===== src/rtl/vend_change.sv =====
//-----------------------------------------------------------------------------
// vend_change
//
// Vending-machine purchase and change controller. On a purchase request the
// four-digit BCD balance and the product id are latched, the price is checked,
// the product is dispensed through a valid/ready handshake and the change is
// paid out greedily, one coin per handshake, largest denomination first. A
// remainder below the smallest coin (5) is reported on residue, and a one-cycle
// balance_clear pulse tells the upstream money accumulator to zero itself.
//
// Ports
//   clk            system clock, all state changes on the rising edge
//   clear          synchronous active-high reset, overrides everything
//   money_0..3     BCD balance digits, units..thousands
//   buy            purchase request, only honoured while idle
//   select         product id (00=15, 01=20, 10=35, 11=50)
//   vend_valid     product dispense request
//   vend_id        product being dispensed (latched select)
//   vend_ready     dispenser accepts the product
//   coin_valid     a change coin is offered
//   coin_code      denomination: 1=5 2=10 3=20 4=50 5=100 6=200 7=500
//   coin_ready     coin hopper accepts the coin
//   no_fund        one-cycle pulse, balance was below the price
//   balance_clear  one-cycle pulse, purchase finished, clear the balance
//   busy           a purchase is in progress
//   residue        undispensable remainder 0..4 of the last purchase
//-----------------------------------------------------------------------------
`timescale 1ns/1ps

module vend_change (
    input  logic       clk,
    input  logic       clear,
    input  logic [3:0] money_0,
    input  logic [3:0] money_1,
    input  logic [3:0] money_2,
    input  logic [3:0] money_3,
    input  logic       buy,
    input  logic [1:0] select,
    output logic       vend_valid,
    output logic [1:0] vend_id,
    input  logic       vend_ready,
    output logic       coin_valid,
    output logic [2:0] coin_code,
    input  logic       coin_ready,
    output logic       no_fund,
    output logic       balance_clear,
    output logic       busy,
    output logic [2:0] residue
);

    typedef enum logic [2:0] {
        S_IDLE,
        S_CHECK,
        S_VEND,
        S_CHANGE,
        S_DONE
    } state_t;

    //-------------------------------------------------------------------------
    // BCD helpers
    //-------------------------------------------------------------------------

    // Product price as a 4-digit BCD value.
    function automatic logic [15:0] price_of(input logic [1:0] id);
        logic [15:0] p;
        case (id)
            2'b00:   p = 16'h0015;
            2'b01:   p = 16'h0020;
            2'b10:   p = 16'h0035;
            default: p = 16'h0050;
        endcase
        return p;
    endfunction

    // Digit-serial BCD subtraction a - b with borrow ripple. Callers
    // guarantee a >= b, so the final borrow is always zero.
    function automatic logic [15:0] bcd_sub(input logic [15:0] a,
                                            input logic [15:0] b);
        logic [15:0] r;
        logic        borrow;
        logic [4:0]  d;
        r      = '0;
        borrow = 1'b0;
        for (int i = 0; i < 4; i++) begin
            d = {1'b0, a[4*i +: 4]} - {1'b0, b[4*i +: 4]} - {4'b0, borrow};
            if (d[4]) begin
                // Negative digit: wrap into 0..9 by adding ten (mod 16).
                r[4*i +: 4] = d[3:0] + 4'd10;
                borrow      = 1'b1;
            end else begin
                r[4*i +: 4] = d[3:0];
                borrow      = 1'b0;
            end
        end
        return r;
    endfunction

    // Largest denomination not exceeding the remaining change; 0 when the
    // change is below the smallest coin. Valid BCD compares correctly as a
    // plain binary number, so no digit-wise comparison is needed.
    function automatic logic [2:0] coin_pick(input logic [15:0] amount);
        logic [2:0] c;
        if      (amount >= 16'h0500) c = 3'd7;
        else if (amount >= 16'h0200) c = 3'd6;
        else if (amount >= 16'h0100) c = 3'd5;
        else if (amount >= 16'h0050) c = 3'd4;
        else if (amount >= 16'h0020) c = 3'd3;
        else if (amount >= 16'h0010) c = 3'd2;
        else if (amount >= 16'h0005) c = 3'd1;
        else                         c = 3'd0;
        return c;
    endfunction

    // BCD value of a coin code.
    function automatic logic [15:0] coin_value(input logic [2:0] code);
        logic [15:0] v;
        case (code)
            3'd1:    v = 16'h0005;
            3'd2:    v = 16'h0010;
            3'd3:    v = 16'h0020;
            3'd4:    v = 16'h0050;
            3'd5:    v = 16'h0100;
            3'd6:    v = 16'h0200;
            3'd7:    v = 16'h0500;
            default: v = 16'h0000;
        endcase
        return v;
    endfunction

    //-------------------------------------------------------------------------
    // State and datapath registers
    //-------------------------------------------------------------------------
    state_t      state_q;
    state_t      state_d;
    logic [15:0] balance_q;   // balance latched at purchase start
    logic [1:0]  sel_q;       // product latched at purchase start
    logic [15:0] change_q;    // change still owed, BCD
    logic [2:0]  residue_q;
    logic        no_fund_q;

    logic [15:0] price;
    logic        short_fund;
    logic [2:0]  pick_code;
    logic        coin_avail;
    logic        buy_take;
    logic        coin_fire;

    assign price      = price_of(sel_q);
    assign short_fund = (balance_q < price);
    assign pick_code  = coin_pick(change_q);
    assign coin_avail = (pick_code != 3'd0);
    assign buy_take   = (state_q == S_IDLE) && buy;
    assign coin_fire  = coin_valid && coin_ready;

    //-------------------------------------------------------------------------
    // FSM: state register
    //-------------------------------------------------------------------------
    // NOTE: sequential state is assigned with <= so every register samples
    // the pre-edge values of its sources, independent of block ordering.
    always_ff @(posedge clk) begin
        if (clear) begin
            state_q <= S_IDLE;
        end else begin
            state_q <= state_d;
        end
    end

    //-------------------------------------------------------------------------
    // FSM: next state and state-decoded outputs
    //-------------------------------------------------------------------------
    // NOTE: every signal driven here gets a default first, so no path through
    // the case statement leaves one unassigned (which would infer a latch).
    always_comb begin
        state_d       = state_q;
        vend_valid    = 1'b0;
        coin_valid    = 1'b0;
        balance_clear = 1'b0;
        busy          = 1'b1;

        case (state_q)
            S_IDLE: begin
                busy = 1'b0;
                if (buy) begin
                    state_d = S_CHECK;
                end
            end

            S_CHECK: begin
                if (short_fund) begin
                    state_d = S_IDLE;
                end else begin
                    state_d = S_VEND;
                end
            end

            S_VEND: begin
                vend_valid = 1'b1;
                if (vend_ready) begin
                    state_d = S_CHANGE;
                end
            end

            S_CHANGE: begin
                // Stay here while coins remain; the change register is
                // reduced on each accepted coin and re-evaluated next cycle.
                if (coin_avail) begin
                    coin_valid = 1'b1;
                end else begin
                    state_d = S_DONE;
                end
            end

            S_DONE: begin
                balance_clear = 1'b1;
                state_d       = S_IDLE;
            end

            default: begin
                state_d = S_IDLE;
            end
        endcase
    end

    //-------------------------------------------------------------------------
    // Datapath
    //-------------------------------------------------------------------------
    // NOTE: every register here is a handful of flops with a defined reset
    // value; there is no storage array, so clearing all of it costs nothing.
    always_ff @(posedge clk) begin
        if (clear) begin
            balance_q <= '0;
            sel_q     <= '0;
            change_q  <= '0;
            residue_q <= '0;
            no_fund_q <= 1'b0;
        end else begin
            // Inputs are captured once; later changes of money/select are
            // invisible to the running purchase.
            if (buy_take) begin
                balance_q <= {money_3, money_2, money_1, money_0};
                sel_q     <= select;
                residue_q <= '0;
            end

            // Registered so the pulse lands in the cycle after CHECK.
            no_fund_q <= (state_q == S_CHECK) && short_fund;

            if ((state_q == S_CHECK) && !short_fund) begin
                change_q <= bcd_sub(balance_q, price);
            end else if (coin_fire) begin
                change_q <= bcd_sub(change_q, coin_value(pick_code));
            end

            // Remaining change is below 5, so only the units digit is
            // nonzero and it fits in three bits.
            if ((state_q == S_CHANGE) && !coin_avail) begin
                residue_q <= change_q[2:0];
            end
        end
    end

    //-------------------------------------------------------------------------
    // Registered / gated outputs
    //-------------------------------------------------------------------------
    assign vend_id   = sel_q;
    assign coin_code = coin_valid ? pick_code : 3'd0;
    assign no_fund   = no_fund_q;
    assign residue   = residue_q;

endmodule


===== config.mk =====
export PLATFORM = sky130hd
export DESIGN_NAME = vend_change
export DESIGN_NICKNAME = d
export VERILOG_FILES = /design/src/rtl/vend_change.sv
export SDC_FILE = /design/constraint.sdc
export NUM_CORES = 1
export LEC_CHECK = 0
export BUFFER_PORTS_ARGS = -buffer_cell sky130_fd_sc_hd__buf_2
export CAP_MARGIN = 20
export CORE_AREA = 2 2 97 99
export CTS_BUF_LIST = sky130_fd_sc_hd__clkbuf_2 sky130_fd_sc_hd__clkbuf_4 sky130_fd_sc_hd__clkbuf_8
export DETAILED_ROUTE_END_ITERATION = 8
export DIE_AREA = 0 0 99 101
export MAX_ROUTING_LAYER = met4
export PLACE_DENSITY = 0.54
export SLEW_MARGIN = 20
export SYNTH_ARGS = -nofsm -noshare
export SYNTH_HDL_FRONTEND = slang
export SYNTH_SLANG_ARGS = --single-unit

===== constraint.sdc =====
create_clock -name clk -period 5.6 [get_ports clk]
set_input_delay 0.28 -clock clk [delete_from_list [all_inputs] [get_ports clk]]
set_output_delay 0.28 -clock clk [all_outputs]
set_load 0.01 [all_outputs]

==> results of run 1 <==
[cell type report]
type,instances,share of cell area (%)
Clock buffer,6,2.132
Clock inverter,2,0.9690
Inverter,50,4.845
Multi-Input combinational cell,336,61.79
Sequential cell,41,21.19
Tap cell,111,3.585
Timing Repair Buffer,40,5.491
[where the power goes]
group	switching [W]	leakage [nW]	total, W	internal [W]
combinational	0.000704	1.34	0.00131	0.000606
sequential	0.0000536	0.335	0.000383	0.000329
clock	0.000107	0.0574	0.000252	0.000145
[state kept, by name (all words and copies together), names as in the netlist]
register / cells
state_q: 3
no_fund: 1
change_q: 16
residue: 3
vend_id: 2
balance_q: 16
[worst max-delay path: cells and delay by family (launching register included)]
kind | cells | cell delay, ns
XOR/XNOR | 1 | 0.15
AND/OR/NAND/NOR | 7 | 1.07
flip-flops | 1 | 0.33
AO/OA/AOI/OAI | 6 | 0.88
buffers and inverters | 2 | 0.10
adder cells (fa/ha/maj) | 9 | 2.58
[kinds of logic (layout without fill, tap and decap cells)]
kind of cell	Yosys count	count (layout)	synth area share [%]
xor gates and xnor gates	25	25	6.286
AOI/OAI and AO/OA	89	89	15.84
adders and majority gates	50	50	19.25
DFF	41	41	23.56
buffers and inverters	68	98	8.369
and+or+nand+nor	160	160	23.10
muxes	12	12	3.592
[how the worst min path moves through the flow]
stage          slack, ns                    endpoint
2_1_floorplan       0.42   balance_q[0]$_SDFFE_PP0P_
3_3_place_gp        0.45   balance_q[0]$_SDFFE_PP0P_
3_5_place_dp        0.45   balance_q[0]$_SDFFE_PP0P_
4_1_cts             0.20   balance_q[8]$_SDFFE_PP0P_
5_1_grt             0.21  balance_q[15]$_SDFFE_PP0P_
6_report            0.21  balance_q[13]$_SDFFE_PP0P_
[cell usage in the layout, fill, tap and decap left out, drive strengths merged, types with 2 or more instances in the layout]
cell type / count
o21ai: 15
nor3b: 4
nand2b: 10
nor2b: 7
o211ai: 3
ha: 44
nor4: 5
xor2: 5
nand3: 8
buf: 40
nand3b: 4
o22ai: 2
clkbuf: 6
fa: 6
or3: 7
and3: 2
a21oi: 48
mux2: 4
nor2: 44
xnor2: 20
and2: 6
inv: 50
nand2: 53
a211oi: 13
mux2i: 8
dfxtp: 41
nor3: 6
[through the flow]
stage / setup slack [ns] / cell area [um2] / util [%] / power (W) / hold slack (ns)
finish: 0.3355 / 3874 / 43.15 / 0.001946 / 0.2120
detailed placement: 0.1058 / 3731 / 41.56 / 0.001668 / 0.4544
CTS: 0.09867 / 3851 / 42.90 / 0.001940 / 0.2040
floorplan: 0.4427 / 3483 / - / 0.001432 / 0.4160
global placement: 0.2759 / 3731 / 41.56 / 0.001644 / 0.4476
global route: -0.01779 / 3874 / 43.15 / 0.002176 / 0.2055
[routing by layer]
metal | part of all wire, % | GRT usage (%) | vias to the layer above
met5 | 0 | - | -
met4 | 0.91 | 3.477 | 0
met3 | 2.8 | 2.358 | 6
met2 | 42 | 23.49 | 42
met1 | 54 | 22.25 | 1308
li1 | - | - | 1546
[timing repair]
item	CTS	global route
resized for setup	0	7
hold endpoints to repair	0	0
setup endpoints to repair	0	2
[cells in the mapped netlist, drive strengths merged, types with 8 or more instances]
| master | instances | area share, % |
|---|---|---|
| o21ai | 15 | 2.2 |
| nand3 | 8 | 1.3 |
| nand2b | 10 | 1.8 |
| dfxtp | 41 | 24 |
| buf | 9 | 2.0 |
| nand2 | 53 | 5.9 |
| xnor2 | 20 | 5.0 |
| a21oi | 48 | 7.2 |
| mux2i | 8 | 2.3 |
| a211oi | 13 | 3.4 |
| nor2 | 44 | 4.7 |
| inv | 50 | 5.4 |
| clkbuf | 9 | 0.97 |
| ha | 44 | 16 |
==> qor_table.md, run 1 <==
| Step | Quantity | Value |
|:---|:---|:---|
| status | Run status | finished, final reports clean |
| floorplanning | Top-level I/O count | 36 |
| critical path | First element of the critical path | change_q[0]$_SDFFE_PP0P_ |
| pwr | Worst IR Drop VDD | 0.1895 mV |
| global route | Via count of the first global-routing pass | 2,720 |
| final layout | Share of post-route cells with drive strength above 1 | 15.16% |
| yosys | Number of distinct library cells after synthesis | 51 |
| cts | Clock edge transition at the registers on the reported setup and hold paths | 0.08 ns |
| cts | Clock tree root driver cell | sky130_fd_sc_hd__clkbuf_8 |
| critical path | Required @ worst endpoint | 5.74 ns |
| floorplanning | Placeable core area | 8977 um2 |
| critical path | R2R setup slack | 0.34 ns |
| cts | Worst skew pair latency | 0.29 ns |
| final layout | Area growth, synth to finish | 11.21% |
| run | Number of maximum-capacitance constraint violations | 0 |
| hold path | Beginning of the worst hold path | money_3[1] |
| global route | Total routing usage reported by global routing | 15.64% |
| timing | Worst clock skew | 0.006793 ns |
| critical path | Critical Path Source Type | register |
| route | Detailed router's first-iteration violation count | 104 |
| critical path | CP most frequent cell | sky130_fd_sc_hd__ha_1 |
| critical path | Start-to-end type of the worst setup path | reg2reg |
| final layout | Sequential cell area in the final layout | 820.8 um2 |
| cts | Number of buffers added for setup after CTS | 0 |
| yosys | Total of flip-flops plus latches after synthesis | 41 |
| place | Port Buffer Count | 35 |
| floorplanning | Die Width | 99 um |
| critical path | R2r worst-path depth | 25 |
| timing | Highest attainable clock frequency | 190.0 MHz |
| global route | Antenna violations before repair | 0 |
| critical path | Peak per-stage delay on the critical path | 0.41 ns |
| yosys | Mean post-synth cell area | 7.828 um2 |
| critical path | Reg-to-reg critical path endpoint | change_q[15]$_SDFFE_PP0P_ |
| global route | First-pass GRT wire length | 12,530 um |
| critical path | Capturing instance or port of the critical path | change_q[15]$_SDFFE_PP0P_ |
| route | Routed WL per cell | 12.33 um |
| yosys | Sequential area share after synthesis | 23.56% |
| cts | Clk buf depth | 2 |
| floorplanning | Std-Cell Rows | 35 |
| cts | Post-CTS Hold Fix Bufs | 0 |
| final layout | Total area of multi-input combinational cells | 2394 um2 |
| cts | CTS H-tree lvls | 2 |
| final layout | Cell Count, Final, Fillers Out | 586 |
| floorplanning | Die boundary height | 101 um |
| route | Total detailed-routing wirelength | 7223 um |
| yosys | Async S/R FF share, synth | 0% |
| critical path | Crit path max-delay cell type | sky130_fd_sc_hd__fa_1 |
| timing | Headroom to the max-slew limit | 45.57% |
| cts | Count of clock tree sinks | 41 |
| timing | Shortest period the worst path allows | 5.264 ns |
| global route | Maximum number of pins on one net before global-route repair | 43 |
| hold path | Number of cells traversed by the worst hold path | 3 |
| yosys | Post-synth EDFFs | 0 |
| floorplanning | Starting Density | 38.80% |
| route | DRC violations left | 0 |
| pwr | Power per standard cell area | 502.3 nW/um2 |
| final layout | # nets final | 547 |
| yosys | Synth Flop Type | sky130_fd_sc_hd__dfxtp_1 |
| place | Weighted congestion reported at the end of routability-driven placement | 0.8019 |
| global route | Total grt overflow | 0 |
| yosys | Summed instance area of the synthesized netlist | 3483 um2 |
| route | Via count of the routed design | 2,902 |
| hold path | Class of the most critical hold timing path | in2reg |
| timing | Share of the clock period used by the worst path after layout | 94.01% |
| place | Total placed cells including tap cells | 578 |
| final layout | Number of diodes added for antenna fixing | 0 |
| timing | Final total negative setup slack | 0 ns |
| timing | Count of final hold-check violations | 0 |
| yosys | Gate count after technology mapping | 445 |
| timing | Final-report setup violation count | 0 |
| final layout | Fillcell total | 913 |
| route | Vias per inst | 4.952 |
| critical path | Launching point of the worst reg2reg path | change_q[0]$_SDFFE_PP0P_ |
| route | Number of nets with antenna violations after detailed routing | 0 |
| yosys | Post-Synthesis Net Count | 518 |
| critical path | Crit end category | register |
| pwr | Leakage power | 1.731 nW |
| timing | Max-slew violation total from the final report | 0 |
| route | First-pass iteration count of the detailed router | 4 |
| floorplanning | DIE AREA | 9999 um2 |
| place | Placed wire-length estimate after detailed placement | 5631 um |
| critical path | Largest driver fanout on the critical path | 4 |
| critical path | Worst endpoint data arrival time | 5.41 ns |
| cts | CTS tree | built |
| cts | Number of buffers created by CTS | 5 |
| yosys | Count of yosys warnings during synthesis | 0 |
| timing | Transition at the pin with the smallest max-transition slack | 0.8164 ns |
No activity file was read; power rests on OpenSTA's default activity.
==> run 2, diff against run 1 <==
SETUP_SLACK_MARGIN = 0.5   (was unset)
==> run 2 against run 1 <==
- design area is 5.8% higher
- first-iteration DRC count is 26% lower
- power is 12% higher
- global-route usage is 0.41 points lower
- via count is 1.6% higher
- critical path type unchanged
==> qor_table.md, run 2 (same netlist as run 1, synthesis figures left out) <==
| Step | Quantity | Value |
|:---|:---|:---|
| floorplanning | Die boundary height | 101 um |
| global route | First-pass GRT wire length | 12,230 um |
| route | Met1 Routed Length | 3916 um |
| timing | Share of the clock period used by the worst path after layout | 89.67% |
| timing | Highest attainable clock frequency | 199.1 MHz |
| global route | Antenna violations before repair | 0 |
| pwr | Worst IR Drop VDD | 0.2532 mV |
| place | Placed inst area | 3740 um2 |
| cts | Number of buffers created by CTS | 5 |
| pwr | Power per standard cell area | 531.4 nW/um2 |
| final layout | Leading cell types in the layout, fill and taps excluded | sky130_fd_sc_hd__inv_1, sky130_fd_sc_hd__nand2_1, sky130_fd_sc_hd__nor2_1, sky130_fd_sc_hd__a21oi_1 |
| critical path | Largest driver fanout on the critical path | 4 |
| critical path | Start-to-end type of the worst setup path | reg2reg |
| route | First-pass iteration count of the detailed router | 4 |
| pwr | Overall power after layout | 0.002178 W |
| route | Via count of the routed design | 2,948 |
| cts | CTS tree | built |
| cts | Clock tree root driver cell | sky130_fd_sc_hd__clkbuf_8 |
| hold path | Class of the most critical hold timing path | in2reg |
| pwr | Leakage power | 1.788 nW |
| floorplanning | DIE AREA | 9999 um2 |
| timing | Final total negative setup slack | 0 ns |
| place | Weighted congestion reported at the end of routability-driven placement | 0.8077 |
| final layout | # nets final | 558 |
| route | Routed WL per cell | 12.50 um |
| final layout | Share of post-route cells with drive strength above 1 | 22.43% |
| cts | Clk buf depth | 2 |
| place | Placed wire-length estimate after detailed placement | 5548 um |
| final layout | Fraction of the core area covered by cells at the end of the flow | 45.64% |
| floorplanning | Die Width | 99 um |
| critical path | Worst endpoint data arrival time | 5.22 ns |
| floorplanning | Placeable core area | 8977 um2 |
| global route | Maximum number of pins on one net before global-route repair | 43 |
| route | Total detailed-routing wirelength | 7464 um |
| final layout | Number of diodes added for antenna fixing | 0 |
| route | Top routing layer used | met4 |
| floorplanning | Std-Cell Rows | 35 |
| timing | Final WS setup | 0.5785 ns |
| timing | Headroom to the max-slew limit | 44.27% |
| cts | Post-CTS Hold Fix Bufs | 0 |
| timing | Count of final hold-check violations | 0 |
| timing | Unrepaired setup endpoints after global routing | yes |
| place | Port Buffer Count | 35 |
| timing | Transition at the pin with the smallest max-transition slack | 0.8360 ns |
| route | Number of nets with antenna violations after detailed routing | 0 |
| timing | Worst clock skew | 0.01570 ns |
| route | Vias per inst | 4.938 |
| critical path | Required @ worst endpoint | 5.80 ns |
| place | Worst slack at placement | 0.2077 ns |
| cts | Count of clock tree sinks | 41 |
| timing | Shortest period the worst path allows | 5.021 ns |
| final layout | Final cell area excluding filler cells | 4098 um2 |
| critical path | Critical Path Source Type | register |
| floorplanning | Top-level I/O count | 36 |
| critical path | Crit end category | register |
| global route | Total grt overflow | 0 |
| route | DRC violations left | 0 |
| timing | Final-report setup violation count | 0 |
| floorplanning | Starting Density | 38.80% |
| route | Routed length on met2 | 3281 um |
| global route | Total routing usage reported by global routing | 15.23% |
| route | Detailed route wirelength on metal3 | 203 um |
| timing | Max-slew violation total from the final report | 0 |
| status | Run status | finished, final reports clean |
| final layout | Biggest registers after layout | balance_q x16, change_q x16 |
| route | Detailed router's first-iteration violation count | 77 |
| cts | Worst skew pair latency | 0.30 ns |
| cts | Clock edge transition at the registers on the reported setup and hold paths | 0.09 ns |
| final layout | Area growth, synth to finish | 17.64% |
| run | Number of maximum-capacitance constraint violations | 0 |
| cts | CTS H-tree lvls | 2 |
| global route | Via count of the first global-routing pass | 2,707 |
-- run 2: cell types whose count changed in the layout (fill, tap and decap cells not counted), sizes merged --
cell    delta
clkinv     +2
bufinv     -1
buf       +11
clkbuf     -1
-- run 2: critical path: stages, from the launching register on --
cell and delay (ns):
sky130_fd_sc_hd__dfxtp_2 0.33, sky130_fd_sc_hd__o21a_1 0.21, sky130_fd_sc_hd__or3_4 0.39, sky130_fd_sc_hd__nand3_4 0.09, sky130_fd_sc_hd__inv_2 0.05, sky130_fd_sc_hd__ha_4 0.16
sky130_fd_sc_hd__ha_4 0.15, sky130_fd_sc_hd__nand2b_4 0.14, sky130_fd_sc_hd__nand2_4 0.07, sky130_fd_sc_hd__inv_2 0.04, sky130_fd_sc_hd__fa_2 0.40, sky130_fd_sc_hd__fa_2 0.41
sky130_fd_sc_hd__nand2_2 0.09, sky130_fd_sc_hd__a21oi_4 0.07, sky130_fd_sc_hd__fa_2 0.42, sky130_fd_sc_hd__fa_2 0.41, sky130_fd_sc_hd__nand2_2 0.10, sky130_fd_sc_hd__a21oi_4 0.07
sky130_fd_sc_hd__ha_4 0.17, sky130_fd_sc_hd__ha_4 0.16, sky130_fd_sc_hd__xor2_1 0.14, sky130_fd_sc_hd__ha_2 0.20, sky130_fd_sc_hd__nor2_4 0.12, sky130_fd_sc_hd__a21oi_2 0.05
sky130_fd_sc_hd__nor3_2 0.19, sky130_fd_sc_hd__o32ai_2 0.10, sky130_fd_sc_hd__a211oi_1 0.19
-- run 2: timing repair --
item / 4_1_cts / 5_1_grt
endpoints found under the setup margin: 2 / 2
pin swaps: 0 / 17
setup buffers: 0 / 13
resized for setup: 8 / 32
hold endpoints to repair: 0 / 0
-- run 2: area by class of cell --
| type | instances | area (um2) |
|---|---|---|
| repair buffers | 51 | 295.3 |
| clock inverters | 3 | 17.52 |
| inverters | 50 | 187.7 |
| flip-flops and latches | 41 | 824.5 |
| well taps | 111 | 138.9 |
| clock buffers | 5 | 68.82 |
| multi-input cells | 336 | 2565 |
| fillers | 933 | 4880 |
-- run 2: per-stage QoR --
step / instances / hold WS [ns]
2_1_floorplan: 445 / 0.4160
3_3_place_gp: 576 / 0.4471
3_5_place_dp: 576 / 0.4595
4_1_cts: 584 / 0.1952
5_1_grt: 597 / 0.2011
6_report: 597 / 0.1955
-- run 2: final timing paths --
path                                                start                         to  slack [ns]  cells past startpoint
worst min-delay path                            select[0]    vend_id[0]$_SDFFE_PP0P_        0.20                      3
worst max register to register   change_q[1]$_SDFFE_PP0P_  change_q[15]$_SDFFE_PP0P_        0.58                     26
worst max-delay path             change_q[1]$_SDFFE_PP0P_  change_q[15]$_SDFFE_PP0P_        0.58                     26
worst min register to register  balance_q[0]$_SDFFE_PP0P_  balance_q[0]$_SDFFE_PP0P_        0.47                      2
-- run 2: power by group --
group	switching, W	leakage [nW]	internal, W
Sequential	0.0000574	0.336	0.000330
Combinational	0.000831	1.41	0.000765
Clock	0.000108	0.0439	0.0000861
-- run 2: metal layers --
layer / global-route usage, % / vias to the layer above
li1: - / 1583
met2: 24.38 / 34
met1: 20.54 / 1326
met4: 3.161 / 0
met5: - / -
met3: 2.288 / 5
==> run 3, diff against run 2 <==
ABC_CLOCK_PERIOD_IN_PS = 5600   (was unset)
CELL_PAD_IN_SITES_DETAIL_PLACEMENT = 1   (was unset)
CELL_PAD_IN_SITES_GLOBAL_PLACEMENT = 2   (was unset)
CORE_AREA = 2 2 102 104   (was 2 2 97 99)
DIE_AREA = 0 0 104 106   (was 0 0 99 101)
PLACE_DENSITY = 0.77   (was 0.54)
==> run 3 against run 2 <==
- via count rose by 2.7%
- setup slack better by 0.14 ns
- design area down 0.82%
- clock power rose by 3%
- critical path depth decreased by 1
- non-clock buffer count is 2 lower
- global-route usage rose by 1.5 points
- critical path type unchanged
==> qor_table.md, run 3 (same netlist as run 1, synthesis figures left out) <==
| Step | Quantity | Value |
|:---|:---|:---|
| status | Run status | finished, final reports clean |
| critical path | First element of the critical path | change_q[1]$_SDFFE_PP0P_ |
| cts | Count of clock tree sinks | 41 |
| cts | Worst skew pair latency | 0.30 ns |
| cts | CTS tree | built |
| route | Routed WL per cell | 13.77 um |
| cts | Clock edge transition at the registers on the reported setup and hold paths | 0.08 ns |
| route | Total detailed-routing wirelength | 8539 um |
| cts | Clock tree root driver cell | sky130_fd_sc_hd__clkbuf_8 |
| timing | Share of the clock period used by the worst path after layout | 87.12% |
| critical path | Crit end category | register |
| timing | Final WS setup | 0.7215 ns |
| final layout | Area growth, synth to finish | 16.67% |
| floorplanning | DIE AREA | 11,020 um2 |
| pwr | Power per standard cell area | 530.7 nW/um2 |
| hold path | Beginning of the worst hold path | select[0] |
| timing | Unrepaired setup endpoints after global routing | no |
| floorplanning | Std-Cell Rows | 37 |
| cts | Number of buffers created by CTS | 5 |
| critical path | Start-to-end type of the worst setup path | reg2reg |
| critical path | Required @ worst endpoint | 5.75 ns |
| floorplanning | Die boundary height | 106 um |
| final layout | # nets final | 556 |
| timing | Transition at the pin with the smallest max-transition slack | 0.8241 ns |
| final layout | Total area of multi-input combinational cells | 2514 um2 |
| final layout | Fillcell total | 1,248 |
| floorplanning | Top-level I/O count | 36 |
| pwr | Leakage power | 1.775 nW |
| global route | Total grt overflow | 0 |
| floorplanning | Die Width | 104 um |
| critical path | Reg-to-reg critical path endpoint | change_q[15]$_SDFFE_PP0P_ |
| place | Total placed cells including tap cells | 601 |
| critical path | Worst endpoint data arrival time | 5.03 ns |
| floorplanning | Placeable core area | 10000 um2 |
| route | DRC violations left | 0 |
| final layout | Cell Count, Final, Fillers Out | 620 |
| place | Weighted congestion reported at the end of routability-driven placement | 0.8580 |
| timing | Worst clock skew | 0.003395 ns |
| timing | Headroom to the max-slew limit | 45.06% |
| global route | Via count of the first global-routing pass | 3,137 |
| place | Worst slack at placement | 0.06541 ns |
| critical path | Launching point of the worst reg2reg path | change_q[1]$_SDFFE_PP0P_ |
| final layout | Number of diodes added for antenna fixing | 0 |
| cts | CTS H-tree lvls | 2 |
| timing | Worst-case hold slack | 0.2062 ns |
| hold path | Class of the most critical hold timing path | in2reg |
| timing | Count of final hold-check violations | 0 |
| cts | Clk buf depth | 2 |
| timing | Highest attainable clock frequency | 205.0 MHz |
| route | Vias per inst | 4.885 |
| route | Number of nets with antenna violations after detailed routing | 0 |
| pwr | Overall power after layout | 0.002157 W |
| global route | Maximum number of pins on one net before global-route repair | 43 |
| final layout | Biggest registers after layout | balance_q x16, change_q x16 |
| timing | Final total negative setup slack | 0 ns |
| hold path | Endpoint with the worst hold slack | vend_id[0]$_SDFFE_PP0P_ |
| hold path | Number of cells traversed by the worst hold path | 3 |
| final layout | Share of post-route cells with drive strength above 1 | 21.28% |
| cts | Post-CTS Hold Fix Bufs | 0 |
| critical path | R2R setup slack | 0.72 ns |
| route | Detailed router's first-iteration violation count | 60 |
| place | Port Buffer Count | 35 |
| timing | Final-report setup violation count | 0 |
| final layout | Most common cell after layout, fill and taps aside | sky130_fd_sc_hd__inv_1 |
| final layout | Leading cell types in the layout, fill and taps excluded | sky130_fd_sc_hd__inv_1, sky130_fd_sc_hd__nand2_1, sky130_fd_sc_hd__a21oi_1 |
| route | First-pass iteration count of the detailed router | 4 |
| global route | Antenna violations before repair | 0 |
| critical path | Critical Path Source Type | register |
| timing | Shortest period the worst path allows | 4.879 ns |
| critical path | R2r worst-path depth | 25 |
| global route | Total routing usage reported by global routing | 16.69% |
| route | Via count of the routed design | 3,029 |
| run | Number of maximum-capacitance constraint violations | 0 |
| floorplanning | Starting Density | 34.83% |
| place | Placed wire-length estimate after detailed placement | 6642 um |
| final layout | Sequential cell area in the final layout | 825.8 um2 |
| global route | First-pass GRT wire length | 14,810 um |
| timing | Max-slew violation total from the final report | 0 |
| pwr | Worst IR Drop VDD | 0.2242 mV |
| critical path | Largest driver fanout on the critical path | 4 |
## run 3: cell types whose count changed in the layout (fill, tap and decap cells not counted), moves of 2 or more
cell / change
sky130_fd_sc_hd__buf_4: -2
sky130_fd_sc_hd__ha_2: +4
sky130_fd_sc_hd__ha_4: -3
sky130_fd_sc_hd__inv_1: +2
sky130_fd_sc_hd__inv_2: -2
## run 3: area by class of cell
class | instances | area share [%]
multi-input combinational | 336 | 61.85
sequential | 41 | 20.32
timing repair buffer | 49 | 6.897
inverter | 50 | 4.618
tap | 136 | 4.187
clock buffer | 6 | 1.878
clock inverter | 2 | 0.2463
## run 3: worst max-delay path by stage
stage	endpoint	slack, ns	cells after the start
floorplan	change_q[15]$_SDFFE_PP0P_	0.54	26
global placement	change_q[15]$_SDFFE_PP0P_	0.35	26
detailed placement	change_q[15]$_SDFFE_PP0P_	0.07	26
CTS	change_q[15]$_SDFFE_PP0P_	0.51	26
global route	change_q[15]$_SDFFE_PP0P_	0.47	25
finish	change_q[15]$_SDFFE_PP0P_	0.72	25
## run 3: power by group
part	total [W]	switching, W	internal [W]
logic	0.00157	0.000821	0.000747
clock network	0.000199	0.000107	0.0000914
registers	0.000389	0.0000589	0.000330
## run 3: per-stage QoR
| stage | utilization [%] | area, um2 |
|---|---|---|
| global placement | 37.71 | 3771 |
| global route | 40.64 | 4064 |
| detailed placement | 37.71 | 3771 |
| CTS | 40.13 | 4013 |
| floorplan | - | 3507 |
| finish | 40.64 | 4064 |
## run 3: what timing repair did
item / CTS / global route
setup endpoints to repair: 4 / 2
pin swaps: 15 / 8
resized for setup: 22 / 11
setup buffers: 9 / 2
## run 3: metal layers
metal | part of all wire [%] | global-route usage, %
met4 | 1.3 | 4.633
met5 | 0 | -
met1 | 51 | 21.83
met2 | 46 | 27.02
met3 | 1.8 | 2.514
## run 3: critical path: stages, from the launching register on
cell and delay [ns]:
sky130_fd_sc_hd__dfxtp_2 0.33, sky130_fd_sc_hd__o21a_1 0.19, sky130_fd_sc_hd__or3_4 0.41, sky130_fd_sc_hd__nand3_4 0.08, sky130_fd_sc_hd__inv_1 0.05, sky130_fd_sc_hd__ha_2 0.17, sky130_fd_sc_hd__ha_2 0.17, sky130_fd_sc_hd__nand2b_4 0.15
sky130_fd_sc_hd__nand2_4 0.07, sky130_fd_sc_hd__inv_1 0.05, sky130_fd_sc_hd__fa_2 0.35, sky130_fd_sc_hd__fa_2 0.36, sky130_fd_sc_hd__nand2_2 0.10, sky130_fd_sc_hd__a21oi_4 0.06, sky130_fd_sc_hd__fa_2 0.36, sky130_fd_sc_hd__fa_2 0.36
sky130_fd_sc_hd__nand2_2 0.09, sky130_fd_sc_hd__a21oi_4 0.07, sky130_fd_sc_hd__ha_2 0.22, sky130_fd_sc_hd__ha_4 0.17, sky130_fd_sc_hd__xor2_1 0.14, sky130_fd_sc_hd__ha_2 0.19, sky130_fd_sc_hd__nor2_4 0.10, sky130_fd_sc_hd__o211ai_1 0.08
sky130_fd_sc_hd__o32ai_1 0.28, sky130_fd_sc_hd__a211oi_1 0.10
